[src/rtl/seq_divider_32bit.sv]
// rtl/seq_divider_32bit.sv - multi-cycle restoring divider for DIV/DIVU (quotient=LO, remainder=HI)
module seq_divider_32bit #(
    parameter int WIDTH = 32
) (
    input  logic             clk,
    input  logic             rst_n,
    input  logic             start,
    input  logic             is_signed,
    input  logic [WIDTH-1:0] dividend,
    input  logic [WIDTH-1:0] divisor,
    output logic             busy,
    output logic             done,
    output logic [WIDTH-1:0] quotient,
    output logic [WIDTH-1:0] remainder,
    output logic             div_by_zero
);

    localparam int CW = $clog2(WIDTH + 1);

    localparam logic [1:0] S_IDLE = 2'd0;
    localparam logic [1:0] S_ITER = 2'd1;
    localparam logic [1:0] S_FIX  = 2'd2;

    localparam logic [CW-1:0] LAST_ITER = CW'(WIDTH - 1);

    logic [1:0]       state;
    logic [CW-1:0]    cnt;

    // acc starts as |dividend| and fills with quotient bits as dividend bits shift out
    logic [WIDTH-1:0] acc;
    logic [WIDTH-1:0] rem;
    logic [WIDTH-1:0] dvs;
    logic [WIDTH-1:0] orig_dvd;
    logic             q_neg;
    logic             r_neg;
    logic             dz;

    logic             dvd_neg;
    logic             dvs_neg;
    logic [WIDTH-1:0] dvd_mag;
    logic [WIDTH-1:0] dvs_mag;

    logic [WIDTH:0]   rem_sh;
    logic [WIDTH-1:0] diff;
    logic             ge;
    logic [WIDTH-1:0] rem_nxt;
    logic [WIDTH-1:0] acc_nxt;

    logic [WIDTH-1:0] q_final;
    logic [WIDTH-1:0] r_final;

    // Operand magnitudes; negating -2^(W-1) wraps to itself, which read unsigned is 2^(W-1)
    always_comb begin
        dvd_neg = is_signed & dividend[WIDTH-1];
        dvs_neg = is_signed & divisor[WIDTH-1];
        dvd_mag = dvd_neg ? (~dividend + 1'b1) : dividend;
        dvs_mag = dvs_neg ? (~divisor + 1'b1) : divisor;
    end

    // One restoring step: shift in next dividend bit, trial-subtract on WIDTH+1 bits, keep or restore
    always_comb begin
        rem_sh  = {rem, acc[WIDTH-1]};
        ge      = (rem_sh >= {1'b0, dvs});
        diff    = rem_sh[WIDTH-1:0] - dvs;
        rem_nxt = ge ? diff : rem_sh[WIDTH-1:0];
        acc_nxt = {acc[WIDTH-2:0], ge};
    end

    // Final sign correction; divide-by-zero bypasses it and returns all-ones / original dividend
    always_comb begin
        q_final = q_neg ? (~acc + 1'b1) : acc;
        r_final = r_neg ? (~rem + 1'b1) : rem;
        if (dz) begin
            q_final = '1;
            r_final = orig_dvd;
        end
    end

    // Control: IDLE accepts start, ITER runs WIDTH steps, FIX publishes and pulses done
    always_ff @(posedge clk or negedge rst_n) begin
        if (!rst_n) begin
            state <= S_IDLE;
            cnt   <= '0;
            busy  <= 1'b0;
            done  <= 1'b0;
        end else begin
            done <= 1'b0;
            case (state)
                S_IDLE: begin
                    if (start) begin
                        cnt   <= '0;
                        busy  <= 1'b1;
                        state <= S_ITER;
                    end
                end
                S_ITER: begin
                    cnt <= cnt + 1'b1;
                    if (cnt == LAST_ITER) begin
                        state <= S_FIX;
                    end
                end
                S_FIX: begin
                    done  <= 1'b1;
                    busy  <= 1'b0;
                    state <= S_IDLE;
                end
                default: begin
                    busy  <= 1'b0;
                    state <= S_IDLE;
                end
            endcase
        end
    end

    // Working registers: loaded on an accepted start, stepped during ITER, untouched otherwise
    always_ff @(posedge clk or negedge rst_n) begin
        if (!rst_n) begin
            acc      <= '0;
            rem      <= '0;
            dvs      <= '0;
            orig_dvd <= '0;
            q_neg    <= 1'b0;
            r_neg    <= 1'b0;
            dz       <= 1'b0;
        end else if (state == S_IDLE && start) begin
            acc      <= dvd_mag;
            rem      <= '0;
            dvs      <= dvs_mag;
            orig_dvd <= dividend;
            q_neg    <= dvd_neg ^ dvs_neg;
            r_neg    <= dvd_neg;
            dz       <= (divisor == '0);
        end else if (state == S_ITER) begin
            acc <= acc_nxt;
            rem <= rem_nxt;
        end
    end

    // Architectural results: written only in FIX, held until the next operation completes
    always_ff @(posedge clk or negedge rst_n) begin
        if (!rst_n) begin
            quotient    <= '0;
            remainder   <= '0;
            div_by_zero <= 1'b0;
        end else if (state == S_FIX) begin
            quotient    <= q_final;
            remainder   <= r_final;
            div_by_zero <= dz;
        end
    end

endmodule

[config.mk]
export PLATFORM = sky130hd
export DESIGN_NAME = seq_divider_32bit
export DESIGN_NICKNAME = d
export VERILOG_FILES = /design/src/rtl/seq_divider_32bit.sv
export SDC_FILE = /design/constraint.sdc
export NUM_CORES = 1
export LEC_CHECK = 0
export ABC_AREA = 1
export BUFFER_PORTS_ARGS = -buffer_cell sky130_fd_sc_hd__buf_2
export CAP_MARGIN = 20
export CORE_ASPECT_RATIO = 0.6
export CORE_MARGIN = 8
export CORE_UTILIZATION = 35
export CTS_CLUSTER_DIAMETER = 30
export DETAILED_ROUTE_END_ITERATION = 6
export PLACE_DENSITY_LB_ADDON = 0.12
export SETUP_SLACK_MARGIN = 0.4
export SLEW_MARGIN = 20
export SYNTH_ARGS = -nofsm -noshare
export SYNTH_HDL_FRONTEND = slang
export SYNTH_SLANG_ARGS = --single-unit
[constraint.sdc]
create_clock -name clk -period 2.8 [get_ports clk]
set_input_delay 0.56 -clock clk [delete_from_list [all_inputs] [get_ports clk]]
set_output_delay 0.56 -clock clk [all_outputs]
set_load 0.01 [all_outputs]
* Word-level counts from Yosys, hierarchy flattened
Index checks and enable logic that the tools add are counted.
** Word-level totals
- Register bits :: 206
- Input bits :: 68
- Output and inout bits :: 67
- Logic and storage cells :: 61
** Operators by class
- Add/sub/neg operators :: 6
- Magnitude comparators :: 1
- Eq/ne operators :: 5
- Multiplexer cells :: 19
- Bitwise operators :: 8
- Reduce and logical (&&, ||, !) cells :: 8
** Operators by type and width (count)
- 32-bit two-way mux :: 11
- 32-bit by 1-bit adder with 32-bit output, second input constant :: 4
- 32-bit NOT :: 4
- 33-bit by 32-bit greater-or-equal comparator with 1-bit output :: 1
- 32-bit logical NOT :: 1
- 32-bit subtractor :: 1
- 6-bit one-hot mux with 2 select lines :: 1
- 6-bit by 1-bit adder with 6-bit output, second input constant :: 1
- 6-bit by 5-bit == test with 1-bit output, second input constant :: 1
- 6-bit two-way mux :: 1
- 2-bit AND reduction :: 3
- 2-bit two-way mux :: 2
- 2-bit != test, second input constant :: 2
- 2-bit one-hot mux with 2 select lines :: 1
- 2-bit nonzero test :: 2
- 1-bit AND :: 2
- 2-bit by 1-bit == test with 1-bit output, second input constant :: 1
- 2-bit == test, second input constant :: 1
- 2-bit logical NOT :: 1
- 1-bit two-way mux :: 2
- 1-bit one-hot mux with 2 select lines :: 1
- 1-bit logical AND :: 1
- 1-bit NOT :: 1
- 1-bit XOR :: 1

* Logic depth before layout (Yosys ltp)
Gate-level depths: netlist of run 1.
- Depth after elaboration :: 4
- Mapped depth :: 17
- Depth with buffers taken out :: 16

* Worst setup path before layout of run 1
Ideal clock, no wire load.
- Kind :: flip-flop to flip-flop
- Start point :: register rem[23]
- End point :: register rem[19]
- Setup time :: 0.117 ns
- Arrival :: 1.872 ns
- Data required time :: 2.683 ns
- Setup slack :: 0.811 ns
- Cell stages (with the launch flop) :: 14
- Buffers on the path :: 2
- Clock period less this slack :: 1.989 ns
- Cell sequence :: dfrtp_1 > ha_1 > nand2_1 > inv_1 > a21oi_1 > nand2_1 > nand2_1 > nand2_1 > nor2_2 > buf_6 > buf_8 > nand3b_1 > nand3_1 > nand2_1
** Between the ends
- Longest elaborated chain between the ends :: 4
** Ends and longest elaborated chain
- start, declared :: RTL line 31 : logic [WIDTH-1:0] rem;
- start signal, assigned :: RTL line 135 : rem <= rem_nxt;
- 33-bit by 32-bit greater-or-equal comparator with 1-bit output :: RTL line 63 : ge = (rem_sh >= {1'b0, dvs});
- 32-bit two-way mux :: RTL line 65 : rem_nxt = ge ? diff : rem_sh[WIDTH-1:0];
- 32-bit two-way mux :: RTL line 133 : end else if (state == S_ITER) begin
- 32-bit two-way mux :: RTL line 125 : end else if (state == S_IDLE && start) begin
Every way passes these cells. The select of a mux whose other input is x is not followed.
A chain may end at the register's enable or synchronous reset.

* Final worst setup path of run 1
- Start point :: register acc[31]
- End point :: register rem[26]
** Between the ends
- Longest elaborated chain between the ends :: 4
- Elaborated cells on any way between the ends :: 5
- Classes of those cells :: add/sub: 1; order compare: 1; mux: 3
** Ends and longest elaborated chain
- start, declared :: RTL line 30 : logic [WIDTH-1:0] acc;
- start signal, assigned :: RTL line 126 : acc <= dvd_mag;
- start signal, assigned :: RTL line 134 : acc <= acc_nxt;
- 32-bit subtractor or 33-bit by 32-bit greater-or-equal comparator with 1-bit output (tied branches) :: RTL line 64, 63
- 32-bit two-way mux * :: RTL line 65
- 32-bit two-way mux * :: RTL line 133
- 32-bit two-way mux * :: RTL line 125
Every way passes the cells marked *; elsewhere a longest branch is shown, timed or not. The select of a mux whose other input is x is not followed.

==> results_dict.tcl, run 1 <==
set metrics [dict create \
    ys.flop_type "dfrtp_1" \
    via_per_inst 5.158 \
    async_flop_share_pct 100.0 \
    dieArea_sq_um 48820 \
    cts_tree "done" \
    syn-mean-instance-area_sq_um 6.597 \
    period_share_pct 84.18 \
    max_freq_mhz 424.2 \
    first_global_vias 14042 \
    setup_viol 0 \
    synthesis.area_sq_um 14630 \
    cts-root-buf "clkbuf_16" \
    antenna_found_initial 2 \
    fin_hold_ws_ns -0.02804 \
    synth_cell_type_count 50 \
    hold_path.class "input pin to asynchronous set/reset pin" \
    synth_top_cell_area_share_pct 35.23 \
    postCtsHoldBufs 0 \
    drv_slew 0 \
    power_density_nw_per_um2 1376 \
    cp-startpoint "acc[31]" \
    gp_congestion 0.9823 \
    routedWlPerCell_um 19.34 \
    start_util_pct 35.19 \
    drtIter0Drc 1560 \
    yosys.cell_count.top_type "nand2_1" \
    r2r-start "acc[31]" \
    die_h_um 174.4 \
    finalClockSkew_ns 0.01908 \
    core_area_sq_um 41580 \
    reg2reg_to "rem[26]" \
    rsz0062_at_grt "true" \
    syn-num-nets 2324 \
    p_leak_nw 8.998 \
    synth_edf_count 0 \
    r2r_setup_slack_ns 0.44 \
    grt.overflow.total 0 \
    hold_viol_final 9 \
    area_delta_synth_final_pct 25.37 \
    cp.arrival_ns 2.78 \
    port_buffers 134 \
    fp.dieW_um 280.0 \
    fin_crit_ns 2.357 \
    clockBufferDepth 3 \
    clock-sinks 206 \
    cap_viol_max_count 0 \
    synth_cells 2218 \
    endpoint "rem[26]" \
    cts_max_level 2 \
    postRouteAntennaNets 0 \
    clkLatencyLatePin_ns 0.54 \
    final_nets 2500 \
    pin_count 135 \
    worst_setup_path_end_kind "flip-flop" \
    row_count 58 \
    crit_type "flip-flop to flip-flop" \
    synthTopCellsByArea "dfrtp_1 (35%), nand2_1 (17%), inv_1 (8.9%)" \
    ir_worst_vdd_mv 0.4650 \
    synth_warnings 0 \
    grt_pass1_wl_um 85930 \
    ys_ff_latch 206 \
    outcome "complete, but fails checks" \
    worstMarginPinSlew_ns 0.7687 \
    grt_max_degree 80 \
    critPathMaxFanout 4 \
    first_pass_iters 6 \
    route.vias.total 15447 \
    crit_path_start_kind "flip-flop" \
    num_antenna_cells 0 \
    violations "negative hold slack" \
    slew_headroom_pct 48.75 \
    cts-buffers-inserted 41 \
    yosysSeqAreaShare_pct 35.23 \
    drc_errors 0 \
    track_usage_pct 22.65 \
    tns_ns 0 \
    synth_common_cells "nand2_1 (653), inv_1 (347), nand3_1 (242), dfrtp_1 (206), nor2_1 (193)" \
    routed_wirelength_um 57920 \
    yosysTopAreaCell "dfrtp_1" \
    drive_gt1_share_pct 17.20 \
    reg2reg_depth 14 \
    path_clk_slew_ns 0.05 \
    crit_required_ns 3.22 \
    post-dp-hpwl_um 45130 \
]
==> cell usage in the layout, fill, tap and decap left out, types with 15 or more instances in the layout <==
cell type,instances
nand4_1,24
dfrtp_1,198
nand3_1,235
xor2_1,38
inv_1,333
o22ai_1,16
nor3_1,34
a21oi_1,36
clkbuf_16,44
nand2_2,25
o21ai_1,17
o211ai_1,24
inv_2,19
nand2_1,635
buf_4,52
ha_4,21
nor2_1,182
buf_2,133
o21ai_0,132
xnor2_1,15
nand3_2,18
nor2_2,17
==> power by group <==
group	internal [W]	leakage [nW]	switching (W)	total [W]
Combinational	0.00531	5.99	0.00936	0.0147
Sequential	0.00418	2.31	0.00112	0.00531
Clock	0.00345	0.695	0.00182	0.00528
==> through the flow <==
stage	total power (W)	utilization, %	setup slack, ns	instances	cell area, sq um
floorplan	0.01373	-	0.8109	2218	14630
global placement	0.01798	39.01	0.2182	2911	16220
detailed placement	0.01800	39.01	0.2436	2911	16220
CTS	0.02359	42.74	0.3944	2985	17770
global route	0.02712	44.11	0.3389	2995	18340
finish	0.02525	44.11	0.4428	2995	18340
==> state kept, by name, indices dropped and copies added (netlist names) <==
register     flops
cnt              6
div_by_zero      1
acc             32
orig_dvd        32
r_neg            1
remainder       32
busy             1
quotient        32
state            2
rem             32
done             1
dvs             32
q_neg            1
dz               1
==> metal layers <==
layer,wire length [um],track usage (%),up-vias
li1,-,-,7488
met1,29820,37.10,7247
met2,20750,27.62,657
met3,6780,7.458,55
met4,561,3.384,0
met5,0,0,-
==> what timing repair did <==
item	in CTS	in global routing
pin swaps	0	9
buffers inserted	0	5
gates resized for setup	17	99
gates cloned	0	5
endpoints found under the setup margin	38	44
==> cells by family (layout without fill, tap and decap cells) <==
logic type               count (synthesis)  count (layout)  share of synthesized area, %
buffers and inverters                  426             633                         11.40
AO/OA/AOI/OAI                          285             285                         11.33
XOR/XNOR                                54              54                         3.232
flip-flops                             206             206                         35.23
adder cells (fa/ha/maj)                 38              38                         3.301
AND/OR/NAND/NOR                       1209            1209                         35.51
==> worst min path at each step <==
stage / start / depth (start not counted) / to / slack, ns
2_1_floorplan: rst_n / 0 / acc[0] / 0.26
3_3_place_gp: orig_dvd[14] / 2 / orig_dvd[14] / 0.46
3_5_place_dp: orig_dvd[14] / 2 / orig_dvd[14] / 0.46
4_1_cts: rst_n / 1 / quotient[25] / 0.02
5_1_grt: rst_n / 1 / quotient[29] / 0.03
6_report: rst_n / 1 / quotient[25] / -0.03
==> worst max-delay path, stage by stage (launching register included) <==
cell and delay, ns:
dfrtp_1 0.40, inv_2 0.10, ha_1 0.19, inv_1 0.11, fa_2 0.39, nand2_1 0.10
nand3_2 0.15, nand2_1 0.09, nand2_1 0.16, nand2_1 0.20, nand3_1 0.09, nand2_1 0.06
nand3_1 0.07, nand2_1 0.07, nand2_1 0.04
==> area by class of cell <==
cell class / instances / area (sq um)
Inverter: 357 / 1348
Timing Repair Buffer: 202 / 1358
Tap cell: 570 / 713.2
Clock inverter: 28 / 407.9
Multi-Input combinational cell: 1586 / 8278
Sequential cell: 206 / 5165
Clock buffer: 46 / 1075
Fill cell: 4328 / 23240
(Power assumes the default switching activity.)
==> run 2: changes to the inputs <==
==> constraint.sdc (replaced) <==
create_clock -name clk -period 2.1 [get_ports clk]
set_input_delay 0.42 -clock clk [delete_from_list [all_inputs] [get_ports clk]]
set_output_delay 0.42 -clock clk [all_outputs]
set_load 0.01 [all_outputs]
==> results_dict.tcl, run 2 (same netlist as run 1, synthesis figures left out) <==
set metrics [dict create \
    outcome "complete, but fails checks" \
    worstMarginPinSlew_ns 0.5717 \
    reg2reg_depth 14 \
    drive_gt1_share_pct 38.05 \
    clock-sinks 206 \
    drc_errors 0 \
    grt_max_degree 55 \
    ir_worst_vdd_mv 0.8140 \
    seq_power_share_pct 16.2 \
    crit_path_start_kind "flip-flop" \
    area_delta_synth_final_pct 58.12 \
    grt.overflow.total 0 \
    critPathMaxFanout 10 \
    rsz0062_at_grt "true" \
    cts-buffers-inserted 47 \
    cp.arrival_ns 2.73 \
    finalNonFillerCells 3306 \
    port_buffers 134 \
    route.vias.total 17207 \
    first_global_vias 16246 \
    hold_path.class "input pin to flip-flop" \
    r2r-start "rem[28]" \
    path_clk_slew_ns 0.05 \
    die_h_um 174.4 \
    final_nets 2803 \
    slew_headroom_pct 61.83 \
    min_path_cells 3 \
    crit_required_ns 2.55 \
    track_usage_pct 25.84 \
    routed_wirelength_um 67280 \
    p_clk_share_pct 18.6 \
    row_count 58 \
    gp_congestion 0.9717 \
    start_util_pct 35.19 \
    first_pass_iters 5 \
    reg2reg_to "rem[10]" \
    violations "negative setup slack" \
    grt_pass1_wl_um 98190 \
    max_freq_mhz 437.6 \
    finalClockSkew_ns 0.02462 \
    setup_viol 37 \
    cap_viol_max_count 0 \
    finalPower_w 0.04312 \
    dieArea_sq_um 48820 \
    fill_cells 3932 \
    clkLatencyLatePin_ns 0.57 \
    p_leak_nw 11.19 \
    pwr-share-comb_pct 65.2 \
    cts_max_level 2 \
    switching_power_w 0.01985 \
    cts_tree "done" \
    via_per_inst 5.205 \
    antenna_found_initial 0 \
    postRouteAntennaNets 0 \
    period_share_pct 108.8 \
    cp-startpoint "rem[28]" \
    placed_cell_area_sq_um 18180 \
    crit_type "flip-flop to flip-flop" \
    power_density_nw_per_um2 1864 \
    fin_area_sq_um 23130 \
    post-dp-hpwl_um 48960 \
    cts-root-buf "clkbuf_16" \
    min_to "orig_dvd[2]" \
    finish.utilization_pct 55.64 \
    clockBufferDepth 3 \
    layout_setup_ws_ns -0.1851 \
    fin_crit_ns 2.285 \
    hp-start "dividend[2]" \
    core_area_sq_um 41580 \
    final_common_cell "nand2_1" \
    pin_count 135 \
    final_cell_mix "nand2_1 (533), inv_1 (302), buf_4 (256)" \
    drtIter0Drc 2079 \
    intPower_w 0.02327 \
    num_antenna_cells 0 \
    worst_setup_path_end_kind "flip-flop" \
    routedWlPerCell_um 20.35 \
    drv_slew 0 \
    pre_cts_ws_ns -0.3020 \
    hold_viol_final 0 \
    fp.dieW_um 280.0 \
    r2r_setup_slack_ns -0.19 \
    dp.cells 3106 \
    switching_share_pct 46.03 \
]
-- run 2: repair_timing --
| action | in CTS | in global routing |
|---|---|---|
| resized for setup | 341 | 270 |
| gates cloned | 6 | 8 |
| pin swaps | 77 | 124 |
| setup endpoints to repair | 152 | 130 |
| setup buffers | 57 | 40 |
| hold buffers | 1 | 0 |
| hold endpoints to repair | 38 | 0 |
-- run 2: per-layer routing --
metal	share of wire (%)	vias to the layer above	wire length, um	track usage [%]
li1	-	8109	-	-
met1	49	8269	33290	41.50
met2	38	753	25770	33.75
met3	11	74	7108	5.972
met4	1.5	2	978	4.872
met5	0.20	-	136	2.049
-- run 2: worst max-delay path by stage --
stage,end,slack [ns],cells after the start
floorplan,rem[19],0.26,13
global placement,rem[21],-0.29,13
detailed placement,rem[22],-0.30,13
CTS,rem[5],-0.04,14
global route,rem[10],-0.25,15
finish,rem[10],-0.19,14
-- run 2: layout make-up --
class	count	area, sq um	share of cell area (%)
clock buffers	53	1249	5.398
clock inverters	35	473.0	2.044
inverters	357	1403	6.063
multi-input cells	1586	9887	42.74
flip-flops and latches	206	5185	22.41
well taps	570	713.2	3.083
repair buffers	498	4217	18.23
repair inverters	1	8.758	0.03786
-- run 2: worst max-delay path, stage by stage, from the launching register on --
cell and delay [ns]:
dfrtp_1 0.43, ha_4 0.36, nand2_8 0.09, nor2_4 0.09, nand3b_1 0.15, nor2_4 0.17
nand2_4 0.09, nor2_4 0.13, nor2_4 0.07, nand2_8 0.13, buf_6 0.13, buf_16 0.12
nand2_1 0.06, nand3_1 0.09, o21ai_1 0.07
-- run 2: power by group through the flow --
stage	registers, W	clock network [W]	logic, W
floorplan	0.00673	0	0.0127
global placement	0.00688	0	0.0213
detailed placement	0.00689	0	0.0214
CTS	0.00690	0.00811	0.0253
global route	0.00713	0.00833	0.0303
finish	0.00700	0.00801	0.0281
-- run 2: stage by stage --
stage / setup TNS (ns) / hold WS [ns]
finish: -3.963 / 0.1383
global route: -6.965 / 0.1175
detailed placement: -8.409 / 0.3686
floorplan: 0 / 0.1244
global placement: -8.014 / 0.3707
CTS: -0.5396 / 0.1165
